==> src/rtl/dff_pipe_vld_pkg.sv <==
// Shared definitions for the dff_pipe_vld delay line family.
// Holds default sizing constants, the reset data default, the occupancy
// width helper and a packed stage record for SystemVerilog users who want
// to carry a vld/data pair as a single object.

`default_nettype none

package dff_pkg;

    // Default data width and stage count used when a parent does not override them.
    localparam int DFF_DEFAULT_WIDTH = 8;
    localparam int DFF_DEFAULT_DEPTH = 4;

    // Value loaded into every data register while RST is asserted, unless overridden.
    localparam logic [DFF_DEFAULT_WIDTH-1:0] DFF_RST_VAL_DEFAULT = '0;

    // One pipeline stage as seen from outside: valid flag plus its data word.
    typedef struct packed {
        logic                         vld;
        logic [DFF_DEFAULT_WIDTH-1:0] data;
    } dff_stage_t;

    // Bits needed to count from 0 up to and including n.
    function automatic int clog2p1(input int n);
        return $clog2(n + 1);
    endfunction

endpackage

`default_nettype wire

==> src/rtl/dff_pipe_stage.sv <==
// One stage of the dff_pipe_vld delay line: a valid flop and a data register.
// The valid flop is cleared by RST (async) or SCLR (sync, wins over advance),
// and otherwise follows the incoming valid on every advance edge.
// The data register resets to RST_VAL and is never touched by SCLR; with
// GATE_DATA set it only loads when the incoming valid is high, so bubbles
// leave the last valid word in place.

`default_nettype none

module dff_pipe_stage
    import dff_pkg::*;
#(
    parameter int                 WIDTH     = DFF_DEFAULT_WIDTH,
    parameter logic [WIDTH-1:0]   RST_VAL   = WIDTH'(DFF_RST_VAL_DEFAULT),
    parameter int                 GATE_DATA = 0
) (
    input  logic             CLK,
    input  logic             RST,
    input  logic             i_adv,
    input  logic             i_sclr,
    input  logic             i_vld,
    input  logic [WIDTH-1:0] i_data,
    output logic             o_vld,
    output logic [WIDTH-1:0] o_data
);

    logic             r_vld;
    logic [WIDTH-1:0] r_data;
    logic             w_dataLoad;

    // Data loads only on a non-flush advance edge, and under gating only for valid words.
    assign w_dataLoad = i_adv && !i_sclr && ((GATE_DATA == 0) || i_vld);

    // Valid flop: flush beats advance, advance beats hold.
    always_ff @(posedge CLK or posedge RST) begin
        if (RST) begin
            r_vld <= 1'b0;
        end else if (i_sclr) begin
            r_vld <= 1'b0;
        end else if (i_adv) begin
            r_vld <= i_vld;
        end
    end

    // Data register: reset to RST_VAL, otherwise load when enabled, else hold.
    always_ff @(posedge CLK or posedge RST) begin
        if (RST) begin
            r_data <= RST_VAL;
        end else if (w_dataLoad) begin
            r_data <= i_data;
        end
    end

    assign o_vld  = r_vld;
    assign o_data = r_data;

endmodule

`default_nettype wire

==> src/rtl/dff_pipe_vld.sv <==
// dff_pipe_vld: WIDTH-bit, DEPTH-stage stall-able delay line with per-stage
// valid tracking, selectable enable polarity, synchronous flush and optional
// data gating on bubbles.
// Optional feature macro: DFF_PIPE_OCC_EN adds the OCC port and a counter of
// occupied stages; without it the port and counter do not exist and all
// other behaviour is unchanged.
// OUT_VLD/OUT_DATA come straight from the last stage registers.

`default_nettype none

module dff_pipe_vld
    import dff_pkg::*;
#(
    parameter int               WIDTH      = DFF_DEFAULT_WIDTH,
    parameter int               DEPTH      = DFF_DEFAULT_DEPTH,
    parameter logic [WIDTH-1:0] RST_VAL    = WIDTH'(DFF_RST_VAL_DEFAULT),
    parameter int               EN_ACT_LOW = 0,
    parameter int               GATE_DATA  = 0
) (
    input  logic                        CLK,
    input  logic                        RST,
    input  logic                        EN,
    input  logic                        SCLR,
    input  logic                        IN_VLD,
    input  logic [WIDTH-1:0]            IN_DATA,
    output logic                        OUT_VLD,
    output logic [WIDTH-1:0]            OUT_DATA
`ifdef DFF_PIPE_OCC_EN
    ,
    output logic [clog2p1(DEPTH)-1:0]   OCC
`endif
);

    logic             w_adv;
    logic             w_vld  [DEPTH];
    logic [WIDTH-1:0] w_data [DEPTH];

    // Normalise the enable so the rest of the pipe only sees an active-high advance.
    assign w_adv = (EN_ACT_LOW != 0) ? !EN : EN;

    for (genvar k = 0; k < DEPTH; k++) begin : g_stage
        logic             w_inVld;
        logic [WIDTH-1:0] w_inData;

        if (k == 0) begin : g_head
            assign w_inVld  = IN_VLD;
            assign w_inData = IN_DATA;
        end else begin : g_body
            assign w_inVld  = w_vld[k-1];
            assign w_inData = w_data[k-1];
        end

        dff_pipe_stage #(
            .WIDTH     (WIDTH),
            .RST_VAL   (RST_VAL),
            .GATE_DATA (GATE_DATA)
        ) u_stage (
            .CLK    (CLK),
            .RST    (RST),
            .i_adv  (w_adv),
            .i_sclr (SCLR),
            .i_vld  (w_inVld),
            .i_data (w_inData),
            .o_vld  (w_vld[k]),
            .o_data (w_data[k])
        );
    end

    assign OUT_VLD  = w_vld[DEPTH-1];
    assign OUT_DATA = w_data[DEPTH-1];

`ifdef DFF_PIPE_OCC_EN
    localparam int OCC_W = clog2p1(DEPTH);

    logic [OCC_W-1:0] r_occ;

    // Occupancy tracks set valid bits: +1 for a word entering, -1 for one leaving the last stage.
    always_ff @(posedge CLK or posedge RST) begin
        if (RST) begin
            r_occ <= '0;
        end else if (SCLR) begin
            r_occ <= '0;
        end else if (w_adv) begin
            case ({IN_VLD, w_vld[DEPTH-1]})
                2'b10:   r_occ <= r_occ + OCC_W'(1);
                2'b01:   r_occ <= r_occ - OCC_W'(1);
                default: r_occ <= r_occ;
            endcase
        end
    end

    assign OCC = r_occ;
`endif

endmodule

`default_nettype wire

==> config.mk <==
export PLATFORM = sky130hd
export DESIGN_NAME = dff_pipe_vld
export DESIGN_NICKNAME = d
export VERILOG_FILES = /design/src/rtl/dff_pipe_vld_pkg.sv /design/src/rtl/dff_pipe_stage.sv /design/src/rtl/dff_pipe_vld.sv
export SDC_FILE = /design/constraint.sdc
export NUM_CORES = 1
export LEC_CHECK = 0
export CORE_UTILIZATION = 53
export CTS_CLUSTER_DIAMETER = 100
export DETAILED_ROUTE_END_ITERATION = 7
export PLACE_DENSITY = 0.89
export SYNTH_ARGS = -nofsm -noshare
export SYNTH_HDL_FRONTEND = slang
export SYNTH_HIERARCHICAL = 1
export SYNTH_SLANG_ARGS = --single-unit
==> constraint.sdc <==
create_clock -name CLK -period 1 [get_ports CLK]
set_clock_uncertainty 0.05 [all_clocks]
set_input_delay 0.2 -clock CLK [delete_from_list [all_inputs] [get_ports CLK]]
set_output_delay 0.2 -clock CLK [all_outputs]
set_load 0.05 [all_outputs]
Word-level counts from Yosys, hierarchy flattened
Index checks and enable logic that the tools add are counted. W data, S select, Z words.

Bits in registers: 36. Input port bits: 13. Word-level logic and storage cells: 19.

Muxes and demuxes: 8. Reductions and logical operators: 3.

Operator list (count): $mux W1 (8); $reduce_bool A2 Y1 (1); $logic_and A1 B1 Y1 (1); $logic_not A1 Y1 (1).

Logic depth before layout (Yosys ltp)
Gate-level depths: netlist (run 1).

Depth in word-level cells: 2. Gate-level depth with buffers: 3. Depth with buffers taken out: 2.

Cells and area by module
The synthesis (run 1) kept the hierarchy.

By module, submodules not included: dff_pipe_stage (times used 4, cells each 22, area each 387.9 sq um).

Worst setup path after synthesis (run 1)
OpenSTA, ideal clock, no wires.

Path type: register -> register. Start point: register, netlist name g_stage[3].u_stage/o_data[0]. End point: register g_stage[3].u_stage.r_data[0]. Setup time: 0.125 ns. Arrival time: 0.869 ns. Path slack: -0.044 ns. Stages on the path, launching flop included: 2. Clock period less this slack: 1.044 ns. Cells stage by stage: dfrtp_1 mux2_4.

RTL lines: end signal: assignment (line dff_pipe_stage.sv:50) `r_data <= i_data;`; end: declaration (line dff_pipe_stage.sv:28) `logic [WIDTH-1:0] r_data;`.

Worst setup path after layout (run 1)
Start point: register g_stage[3].u_stage.r_data[4]. End point: output port OUT_DATA[4].

RTL lines: end: declaration (line dff_pipe_vld.sv:27) `output logic [WIDTH-1:0] OUT_DATA`.

No word-level cell between the ends.

==> flow_summary.yaml, run 1 <==
place:
  place.gp.congestion: 0.697
  dp_hpwl_mm: 1.97
  port_buffers: 21
  placed_area_um2: 1990
cells_and_area:
  n_fill_cell: 175
  syn_to_final_growth_pct: 34.0
  ff_latch_area_um2: 911
  drive_above_1_share_pct: 58.1
  final_cell_area_um2: 2080
  multi_input_area_um2: 591
  antenna_cells: 0
  fin_util_pct: 75.4
  fin_nets: 136
synthesis:
  yosysWarnings: 6
  syn_inst: 88
  synth_top_cells_by_count: "dfrtp_1, mux2_4"
  synth.avg_cell_area_um2: 17.6
  ys_top_cells_by_area: "dfrtp_1, mux2_4, nor2b_4"
  yosysTopAreaCell: "dfrtp_1"
  yosysUniqueCellTypes: 7
  synth_top_cell_area_share_pct: 58.1
  syn_area_um2: 1550
  yosysMostFrequentCell: "dfrtp_1"
  synth_nets: 101
  yosysSeqAreaShare_pct: 58.1
  synth-seq-cells: 36
  synth_ff_type: "dfrtp_1"
  async_flop_share_pct: 100
  synth-edff-count: 0
clock_tree:
  cts_buffer_depth: 2
  numCtsBuffers: 5
  cts_hold_buf: 0
  cts_root_buffer: "clkbuf_4"
  clock_latency_ns: 0.33
  path_clk_slew_ns: 0.11
  cts_tree: "built"
  clock-sinks: 36
  htreeDepth: 2
route:
  routed_wl_mm: 2.45
  ant_nets: 0
  via_per_inst: 5.04
  dr.pass1.iters: 3
  route.vias.total: 781
  first_iter_violations: 13
  post_drt_wl_per_cell_um: 15.8
  drc_errors: 0
hold_path:
  min_path_type: "in2async"
global_route:
  grt_pass1_vias: 883
  grt_overflow_total: 0
  grt_use_total_pct: 18.9
  antenna_found_initial: 0
  grt_max_degree: 12
  grt_pass1_wl_mm: 4.28
run:
  drv_cap: 0
sta:
  worstMarginPinSlew_ns: 0.367
  fin_ws_ns: -0.188
  drv_slew: 0
  fin_crit_ns: 1.19
  clock.fmax_mhz: 842
  period_share_pct: 119
  rsz0062_at_grt: "yes"
  hold_viol: 0
  slew_headroom_pct: 75.5
  setup_viol: 9
die:
  start_util_pct: 56.3
  core_um2: 2760
  core.rowCount: 19
  die_h_um: 56.1
  dieArea_um2: 3150
  die_w_um: 56.1
  io_pins: 22
power_and_ir_drop:
  power.density_nw_per_um2: 2370
  ir_worst_vdd_mv: 2.12
  p_leak_nw: 0.985
setup_path:
  crit_buf_inv: 1
  start_kind: "register"
  endpoint_kind: "output port"
  cp_top_family: "flip-flops"
  cp.required_ns: 0.75
  ff2ff_setup_slack_ns: 0.02
  critPathMaxStageDelay_ns: 0.45
  worst-setup-path-type: "reg2out"
  cp_data_arrival_time_ns: 0.94
  worstPathMaxFanout: 2
  crit_chain: "buf_12"
  cp_slowest_cell: "dfrtp_2"
run_status:
  outcome: "finished, violations left"
  violations: "negative setup slack"
-- worst reg2reg max path: cells and delay by family, from the launching register on --
kind                   cells  cell delay, ns
DFF                        1            0.44
buffers and inverters      1            0.12
muxes                      1            0.26
-- placed cells by master (no fill, tap or decap) --
cell             Yosys  layout
mux2_4              32      32
dfrtp_1             36      28
buf_12               0      14
clkdlybuf4s50_1      0      10
dfrtp_2              0       8
clkbuf_4             0       5
mux2i_1              4       4
nor2_1               4       4
nor2b_4              4       4
inv_1                4       4
buf_6                4       4
buf_4                0       2
clkinvlp_4           0       1
clkbuf_8             0       1
clkbuf_1             0       1
clkdlybuf4s15_2      0       1
clkdlybuf4s15_1      0       1
-- cell families (layout without fill, tap and decap cells) --
family | Yosys count | count (layout) | share of synthesized area, %
flops | 36 | 36 | 58.1
mux | 36 | 36 | 33.5
buf+inv | 8 | 44 | 3.87
simple gates | 8 | 8 | 4.52
-- worst paths after layout --
path,start,endpoint,cells after the start
min in group CLK,SCLR,g_stage[0].u_stage/o_vld,3
max,g_stage[3].u_stage/o_data[4],OUT_DATA[4],1
min,RST,g_stage[2].u_stage/o_data[1],2
min reg2reg,g_stage[1].u_stage/o_data[3],g_stage[2].u_stage/o_data[3],1
max reg2reg,g_stage[3].u_stage/o_data[0],g_stage[3].u_stage/o_data[0],2
max in group asynchronous,RST,g_stage[0].u_stage/o_vld,2
-- per-layer routing --
layer / global-route usage, % / share of wire, % / vias up
met4: 10.5 / 2.1 / 0
met3: 4.88 / 4.0 / 6
met2: 33.0 / 54 / 22
li1: - / - / 367
met5: 0 / 0 / -
met1: 20.9 / 40 / 386
-- sequential cells by signal (all words and copies together) (netlist names) --
signal,flops
g_stage.u_stage/o_data,32
g_stage.u_stage/o_vld,4
-- report_power, final --
group | internal [mW] | switching (mW) | total (mW)
sequential | 1.86 | 0.316 | 2.17
combinational | 1.18 | 0.753 | 1.93
clock | 0.344 | 0.473 | 0.817
total | 3.38 | 1.54 | 4.92
-- area by class of cell --
type / count / area share, %
timing repair buffer: 32 / 22.2
sequential: 36 / 43.8
clock buffer: 7 / 2.65
clock inverter: 1 / 0.361
multi-input combinational: 44 / 28.4
inverter: 4 / 0.722
tap: 31 / 1.87
-- what timing repair did --
action                                  in CTS  in global routing
buffers inserted                             2                  0
gates cloned                                 0                  0
endpoints found under the setup margin      44                 12
resized for setup                            5                  4
-- stage by stage --
stage | cells | setup WS, ns | power (mW) | hold slack (ns) | TNS [ns]
after floorplan | 88 | 0.0405 | 3.18 | -0.0226 | 0
after global placement | 145 | -0.594 | 3.99 | 0.446 | -19.88
after detailed placement | 145 | -0.672 | 4.08 | 0.447 | -22.22
after CTS | 155 | -0.211 | 4.94 | 0.140 | -1.83
after global routing | 155 | -0.232 | 5.16 | 0.150 | -2.04
final | 155 | -0.188 | 4.92 | 0.135 | -1.67
Note: power is estimated with default switching activity, not from simulation.
==> run 2: changes to the inputs <==
--- a/config.mk
+++ b/config.mk
@@ -8,7 +8,8 @@
 export CORE_UTILIZATION = 53
 export CTS_CLUSTER_DIAMETER = 100
 export DETAILED_ROUTE_END_ITERATION = 7
-export PLACE_DENSITY = 0.89
+export GPL_ROUTABILITY_DRIVEN = 0
+export PLACE_DENSITY = 0.78
 export SYNTH_ARGS = -nofsm -noshare
 export SYNTH_HDL_FRONTEND = slang
 export SYNTH_HIERARCHICAL = 1
==> flow_summary.yaml, run 2 (synthesis gave the netlist of run 1 again) <==
run_status:
  outcome: "finished, violations left"
  violations: "negative setup slack"
sta:
  slew_headroom_pct: 76.5
  period_share_pct: 119
  fin_crit_ns: 1.19
  fin_tns_setup_ns: -1.59
  hold_viol: 0
  drv_slew: 0
  fin_ws_ns: -0.186
  worstMarginPinSlew_ns: 0.352
  clock.fmax_mhz: 843
  setup_viol: 9
  rsz0062_at_grt: "yes"
die:
  start_util_pct: 56.3
  core_um2: 2760
  core.rowCount: 19
  die_w_um: 56.1
  dieArea_um2: 3150
  die_h_um: 56.1
  io_pins: 22
route:
  drc_errors: 0
  dr.pass1.iters: 4
  ant_nets: 0
  first_iter_violations: 6
  via_per_inst: 4.89
  post_drt_wl_per_cell_um: 13.6
  routed_wl_mm: 2.13
  route.vias.total: 767
place:
  dp_slack_ns: -0.610
  port_buffers: 21
  dp_hpwl_mm: 1.67
setup_path:
  endpoint_kind: "output port"
  r2r_cells: 2
  cp_slowest_cell: "dfrtp_2"
  worstPathMaxFanout: 2
  cp_data_arrival_time_ns: 0.94
  ff2ff_setup_slack_ns: 0.02
  cp_top_family: "flip-flops"
  cp.required_ns: 0.75
  worst-setup-path-type: "reg2out"
  reg2reg_from: "g_stage[3].u_stage/o_data[3]"
  crit_chain: "buf_12"
  critPathMaxStageDelay_ns: 0.44
  start_kind: "register"
  r2r-end: "g_stage[3].u_stage/o_data[3]"
  crit_buf_inv: 1
power_and_ir_drop:
  pwr-share-clk_pct: 16.1
  swShare_pct: 30.7
  power.density_nw_per_um2: 2360
  p_leak_nw: 1.00
  p_int_mw: 3.41
  p_sw_mw: 1.51
  ir_worst_vdd_mv: 1.98
  p_seq_share_pct: 43.9
  p_comb_share_pct: 40.1
cells_and_area:
  fin_nets: 138
  syn_to_final_growth_pct: 34.5
  layout_commonest_cell: "mux2_4"
  n_fill_cell: 178
  antenna_cells: 0
  mostFrequentLayoutCells: "mux2_4, dfrtp_1, buf_12"
  drive_above_1_share_pct: 58.7
  largest_register_ffs: 32
global_route:
  grt_max_degree: 12
  grt.met2_usage_pct: 24.0
  top_usage_layer: "met2"
  met3_usage_pct: 4.88
  grt_use_total_pct: 16.3
  antenna_found_initial: 0
  met1_usage_pct: 21.9
  grt_overflow_total: 0
  grt_pass1_wl_mm: 3.77
  grt_pass1_vias: 824
clock_tree:
  clock-sinks: 36
  htreeDepth: 2
  cts_tree: "built"
  cts_buffer_depth: 2
  path_clk_slew_ns: 0.11
  cts_hold_buf: 0
  cts_root_buffer: "clkbuf_4"
  clock_latency_ns: 0.34
  numCtsBuffers: 5
run:
  drv_cap: 0
hold_path:
  min_path_type: "in2async"
-- run 2: cell count changes in the layout (fill, tap and decap cells not counted), sizes merged --
cell | previous run | this run
buf | 20 | 22
clkbuf | 7 | 6
clkdlybuf4s15 | 2 | 1
clkinv | 0 | 2
clkinvlp | 1 | 0
dlygate4sd2 | 0 | 1
-- run 2: timing repair --
item | in CTS | in global routing
setup buffers | 4 | 1
gates resized for setup | 3 | 3
setup endpoints to repair | 43 | 36
pin swaps | 0 | 0
-- run 2: how the worst max path moves through the flow --
stage	slack (ns)	endpoint	cells past startpoint	from
after floorplan	0.04	g_stage[3].u_stage/o_data[0]	1	g_stage[3].u_stage/o_data[0]
after global placement	-0.59	g_stage[0].u_stage/o_data[1]	4	EN
after detailed placement	-0.61	g_stage[2].u_stage/o_data[7]	4	EN
after CTS	-0.20	OUT_DATA[0]	1	g_stage[3].u_stage/o_data[0]
after global routing	-0.24	OUT_VLD	1	g_stage[3].u_stage/o_vld
final	-0.19	OUT_DATA[6]	1	g_stage[3].u_stage/o_data[6]
-- run 2: power by group through the flow --
| stage | sequential [mW] | clock [mW] | combinational, mW |
|---|---|---|---|
| after floorplan | 2.53 | 0 | 0.644 |
| after global placement | 2.17 | 0 | 1.82 |
| final | 2.16 | 0.790 | 1.97 |
| after CTS | 2.16 | 0.824 | 1.94 |
| after global routing | 2.21 | 0.900 | 2.04 |
| after detailed placement | 2.20 | 0 | 1.86 |
-- run 2: layout make-up --
cell class | instances | area (µm²) | share of cell area [%]
clock buffers | 6 | 51.3 | 2.46
clock inverters | 2 | 10.0 | 0.480
inverters | 4 | 15.0 | 0.719
multi-input cells | 44 | 591 | 28.3
flip-flops and latches | 36 | 911 | 43.6
well taps | 31 | 38.8 | 1.86
repair buffers | 34 | 470 | 22.5
-- run 2: per-layer routing --
| metal | share of wire [%] | vias to the layer above |
|---|---|---|
| li1 | - | 372 |
| met1 | 47 | 368 |
| met2 | 46 | 22 |
| met3 | 3.7 | 5 |
| met4 | 2.4 | 0 |
| met5 | 0 | - |
-- run 2: per-stage QoR --
step | power, mW | hold WS [ns] | utilization (%) | instance area (µm²) | cells
global placement | 3.99 | 0.447 | 71.7 | 1980 | 144
detailed placement | 4.05 | 0.445 | 71.7 | 1980 | 144
finish | 4.92 | 0.149 | 75.7 | 2090 | 157
global route | 5.15 | 0.168 | 75.7 | 2090 | 157
floorplan | 3.18 | -0.0226 | - | 1560 | 88
CTS | 4.92 | 0.142 | 75.1 | 2070 | 156
==> run 3: changes to the inputs <==
--- a/config.mk
+++ b/config.mk
@@ -5,6 +5,8 @@
 export SDC_FILE = /design/constraint.sdc
 export NUM_CORES = 1
 export LEC_CHECK = 0
+export CAP_MARGIN = 10
+export CORE_MARGIN = 5
 export CORE_UTILIZATION = 53
 export CTS_CLUSTER_DIAMETER = 100
 export DETAILED_ROUTE_END_ITERATION = 7
==> flow_summary.yaml, run 3 (synthesis gave the netlist of run 1 again) <==
place:
  dp_cells: 144
  dp_hpwl_mm: 1.88
  port_buffers: 21
  dp_slack_ns: -0.624
clock_tree:
  cts_root_buffer: "clkbuf_4"
  clock_latency_ns: 0.33
  htreeDepth: 2
  cts_buffer_depth: 2
  cts_tree: "built"
  numCtsBuffers: 5
  clock-sinks: 36
  path_clk_slew_ns: 0.10
  cts_hold_buf: 0
cells_and_area:
  fin_cells: 157
  ff_latch_area_um2: 911
  syn_to_final_growth_pct: 35.5
  fin_nets: 138
  mostFrequentLayoutCells: "mux2_4, dfrtp_1, buf_12"
  drive_above_1_share_pct: 57.9
  multi_input_area_um2: 591
  fin_util_pct: 75.6
  largest_register_ffs: 32
  n_fill_cell: 177
  layout_commonest_cell: "mux2_4"
  antenna_cells: 0
setup_path:
  crit_chain: "buf_12"
  worst-setup-path-type: "reg2out"
  cp_slowest_cell: "dfrtp_2"
  start_kind: "register"
  r2r-end: "g_stage[3].u_stage/o_data[3]"
  worstPathMaxFanout: 2
  cp-endpoint: "OUT_DATA[6]"
  crit_buf_inv: 1
  cp_data_arrival_time_ns: 0.93
  critPathMaxStageDelay_ns: 0.44
  cp_num_cells: 1
  cp.required_ns: 0.75
  r2r_cells: 2
  cp-startpoint: "g_stage[3].u_stage/o_data[6]"
  cp_top_family: "flip-flops"
  reg2reg_from: "g_stage[3].u_stage/o_data[3]"
  endpoint_kind: "output port"
  ff2ff_setup_slack_ns: 0.02
die:
  dieArea_um2: 4110
  core_um2: 2780
  die_h_um: 64.1
  io_pins: 22
  die_w_um: 64.1
  core.rowCount: 19
  start_util_pct: 55.8
power_and_ir_drop:
  p_int_mw: 3.60
  ir_worst_vdd_mv: 2.06
  p_comb_share_pct: 38.6
  p_leak_nw: 1.00
  swShare_pct: 29.9
  power.density_nw_per_um2: 2440
  p_sw_mw: 1.53
  p_total_mw: 5.13
  pwr-share-clk_pct: 19.1
  p_seq_share_pct: 42.3
global_route:
  grt_overflow_total: 0
  grt_use_total_pct: 13.1
  grt_pass1_vias: 855
  antenna_found_initial: 0
  grt_pass1_wl_mm: 4.11
  grt_max_degree: 12
sta:
  worstMarginPinSlew_ns: 0.351
  period_share_pct: 118
  fin_crit_ns: 1.18
  hold_viol: 0
  clock.fmax_mhz: 850
  slew_headroom_pct: 76.5
  setup_viol: 9
  rsz0062_at_grt: "yes"
  drv_slew: 0
  fin_ws_ns: -0.177
route:
  route.vias.total: 801
  post_drt_wl_per_cell_um: 15.1
  ant_nets: 0
  dr.pass1.iters: 4
  via_per_inst: 5.10
  routed_wl_mm: 2.37
  drc_errors: 0
  first_iter_violations: 26
run_status:
  violations: "negative setup slack"
  outcome: "finished, violations left"
run:
  drv_cap: 0
hold_path:
  min_path_type: "in2async"
## run 3: through the flow
stage	cell area [µm²]	hold WS, ns	TNS [ns]
2_1_floorplan	1560	-0.0226	0
3_3_place_gp	1980	0.445	-19.95
3_5_place_dp	1980	0.445	-21.08
4_1_cts	2090	0.151	-1.63
5_1_grt	2100	0.162	-1.91
6_report	2100	0.144	-1.50
## run 3: worst min-delay path by stage
| stage | slack, ns | end |
|---|---|---|
| 2_1_floorplan | -0.02 | g_stage[3].u_stage/o_vld |
| 4_1_cts | 0.15 | g_stage[1].u_stage/o_data[2] |
| 6_report | 0.14 | g_stage[2].u_stage/o_data[4] |
| 3_3_place_gp | 0.45 | g_stage[1].u_stage/o_data[7] |
| 5_1_grt | 0.16 | g_stage[2].u_stage/o_data[4] |
| 3_5_place_dp | 0.45 | g_stage[2].u_stage/o_data[2] |
## run 3: repair_timing
item,CTS,global route
resized for setup,4,2
endpoints found under the setup margin,44,11
buffers inserted,4,1
## run 3: final cells by class
cell class / instances / share of cell area (%)
clock buffers: 6 / 1.96
clock inverters: 2 / 1.67
inverters: 4 / 0.714
multi-input cells: 44 / 28.1
flip-flops and latches: 36 / 43.3
well taps: 31 / 1.85
repair buffers: 34 / 22.4
## run 3: metal layers
metal | wire [µm] | track usage [%]
met2 | 1200 | 22.0
met4 | 24 | 5.34
met3 | 164 | 5.43
met5 | 0 | 0
met1 | 975 | 14.7
## run 3: power by group through the flow
| stage | registers [mW] | logic (mW) | clock network [mW] |
|---|---|---|---|
| finish | 2.17 | 1.98 | 0.982 |
| CTS | 2.17 | 1.96 | 1.00 |
| global placement | 2.17 | 1.83 | 0 |
| detailed placement | 2.21 | 1.87 | 0 |
| global route | 2.22 | 2.07 | 1.08 |
| floorplan | 2.53 | 0.644 | 0 |
==> variant, RTL diff (settings of run 3) <==
Build with the macro `DFF_PIPE_OCC_EN` defined.
--- a/src/rtl/dff_pipe_vld.sv
+++ b/src/rtl/dff_pipe_vld.sv
@@ -8,4 +8,6 @@
 
 `default_nettype none
+
+`define DFF_PIPE_OCC_EN
 
 module dff_pipe_vld
Function (old outputs only; new: OCC): kept (equiv_simple and equiv_induct, registers matched by name and starting in step).
==> variant against run 3 <==
  * The run still ends with negative setup slack left
  * Design area is 23% higher
  * Total power is 11% higher
  * Final cell count is 32% higher
  * Synthesized cell count is 24% higher
  * Critical path depth is 5 higher
  * Worst setup slack worse by 480 ps
  * Area after synthesis is 13% higher
  * Wire length is 34% higher
  * Sequential cell count is 3 higher
  * Sequential power is 6% higher
  * Critical endpoint is now OCC[2]
  * Largest cell class unchanged
  * Highest routed layer is now met3
==> variant: results (changes against run 3) <==
* Status: finished, violations left
* Failing checks: negative setup slack
* H-tree depth at 2 (unchanged)
* Area fraction in compound gates after synthesis at 0.996% (+1.0 points)
* Xor-xnor portion of the synthesized cell area at 0% (unchanged)
* Proportion of synthesized chip area in sequential cells at 55.5% (-2.6 points)
* Synth unique cells at 14 (+7)
* Clk network pwr share at 22.3% (+3.2 points)
* Power in the clock group at 1.27 mW (+29%)
* Final Setup Violations at 16 (+7)
* First-pass GRT wire length at 5.20 mm (+27%)
* Endpoint of the most critical register-to-register path: OCC[2]
* Final Hold Slack at 100 ps (-43.8 ps)
* CTS clk-pin slew, worst paths at 110 ps
* Number of global-route vias before repair at 1104 (+29%)
* Half-perimeter wire length after placement at 2.42 mm (+29%)
* Worst-Margin Slew at 356 ps (+4.29 ps)
* Vias after detailed routing at 983 (+23%)
* Highest metal layer with signal wires: met3
* Final instance count without filler cells at 208 (+32%)
* Setup bufs post-CTS at 5 (+1)
* Data arrival time at the worst-slack endpoint at 1840 ps (+910 ps)
* Fraction of layout instances using a drive strength above 1 at 62.3% (+4.4 points)
* Sort of element at the start of the critical path: flop
* Aggregate global-route resource usage at 15.7% (+2.6 points)
* Critical register-to-register path startpoint: g_stage[3].u_stage/o_vld
* Placed cells at 192 (+33%)
* Part of the power in registers at 40.5% (-1.8 points)
* Proportion of synthesized flip-flops having asynchronous set or reset at 100% (unchanged)
* CTS-repair resized insts at 14 (+10)
* Multiplexer area fraction after synthesis at 31.4% (-2.1 points)
* Maximum vdd drop at 1400 uV (-32%)
* # fillers at 192 (+8.5%)
* DRC violation total after the first TritonRoute iteration at 21 (-19%)
* Met1 Wirelength at 1.30 mm (+33%)
* Largest net degree at the start of global routing at 13 (+1)
* Fraction of the mapped netlist area in adder cells at 1.14% (+1.1 points)
* Leakage power figure at 1.22 nW (+22%)
* Number of antenna repair diodes at 0 (unchanged)
* Drt total wl at 3.18 mm (+34%)
* Path category of the worst min-delay check: primary input to asynchronous set/reset pin
* Slowest stage cell on the critical path: dfrtp_2
* Cell types occupying the most area after synthesis: dfrtp_1, mux2_4, nor2b_4
* Post-synthesis net count at 123 (+22%)
* Wire length on met2 at 1.75 mm (+45%)
* CP Capture Type: flop
* Commonest cells in the synthesized netlist: dfrtp_1, mux2_4, inv_1, nor2_1
* Port buffer count at 24 (+14%)
* Yosys warns at 6 (unchanged)
* R2R cell count at 6 (+4)
* Worst Path Max Fanout at 2 (unchanged)
* PnR worst setup slack at -652 ps (-475 ps)
* Number of detailed-routing iterations run before antenna repair at 4 (unchanged)
* Nets at 175 (+27%)
* Net switching power of the design at 1.63 mW (+6.2%)
* Syn_area_per_cell at 16.1 um2 (-8.5%)
* Wire length on met3 at 135 um (-18%)
==> variant: cell count changes after synthesis, moves of 2 or more <==
cell	before	now
inv_1	4	6
mux2_1	0	2
dfrtp_1	36	39
nor2b_1	0	2
nor2_1	4	6
nand2b_1	0	5
==> variant: area by class of cell <==
cell class / count / share of cell area, %
inverters: 6 / 0.874
multi-input cells: 60 / 29.6
well taps: 46 / 2.23
clock buffers: 6 / 1.60
repair buffers: 49 / 25.0
clock inverters: 2 / 2.33
flip-flops and latches: 39 / 38.4
==> variant: stage by stage <==
stage / cell area [um2] / setup WS, ps / setup TNS [ps] / util (%)
after detailed placement: 2360 / -1020 / -26340 / 71.8
after CTS: 2540 / -640 / -4570 / 77.4
after global placement: 2360 / -948 / -24350 / 71.8
final: 2580 / -652 / -4830 / 78.5
after floorplan: 1800 / -788 / -1670 / -
after global routing: 2580 / -690 / -5450 / 78.5
==> variant: layer usage <==
metal	global-route usage (%)	up-vias
li1	-	475
met1	19.2	486
met2	26.7	22
met3	5.66	0
met4	3.04	0
met5	0	-
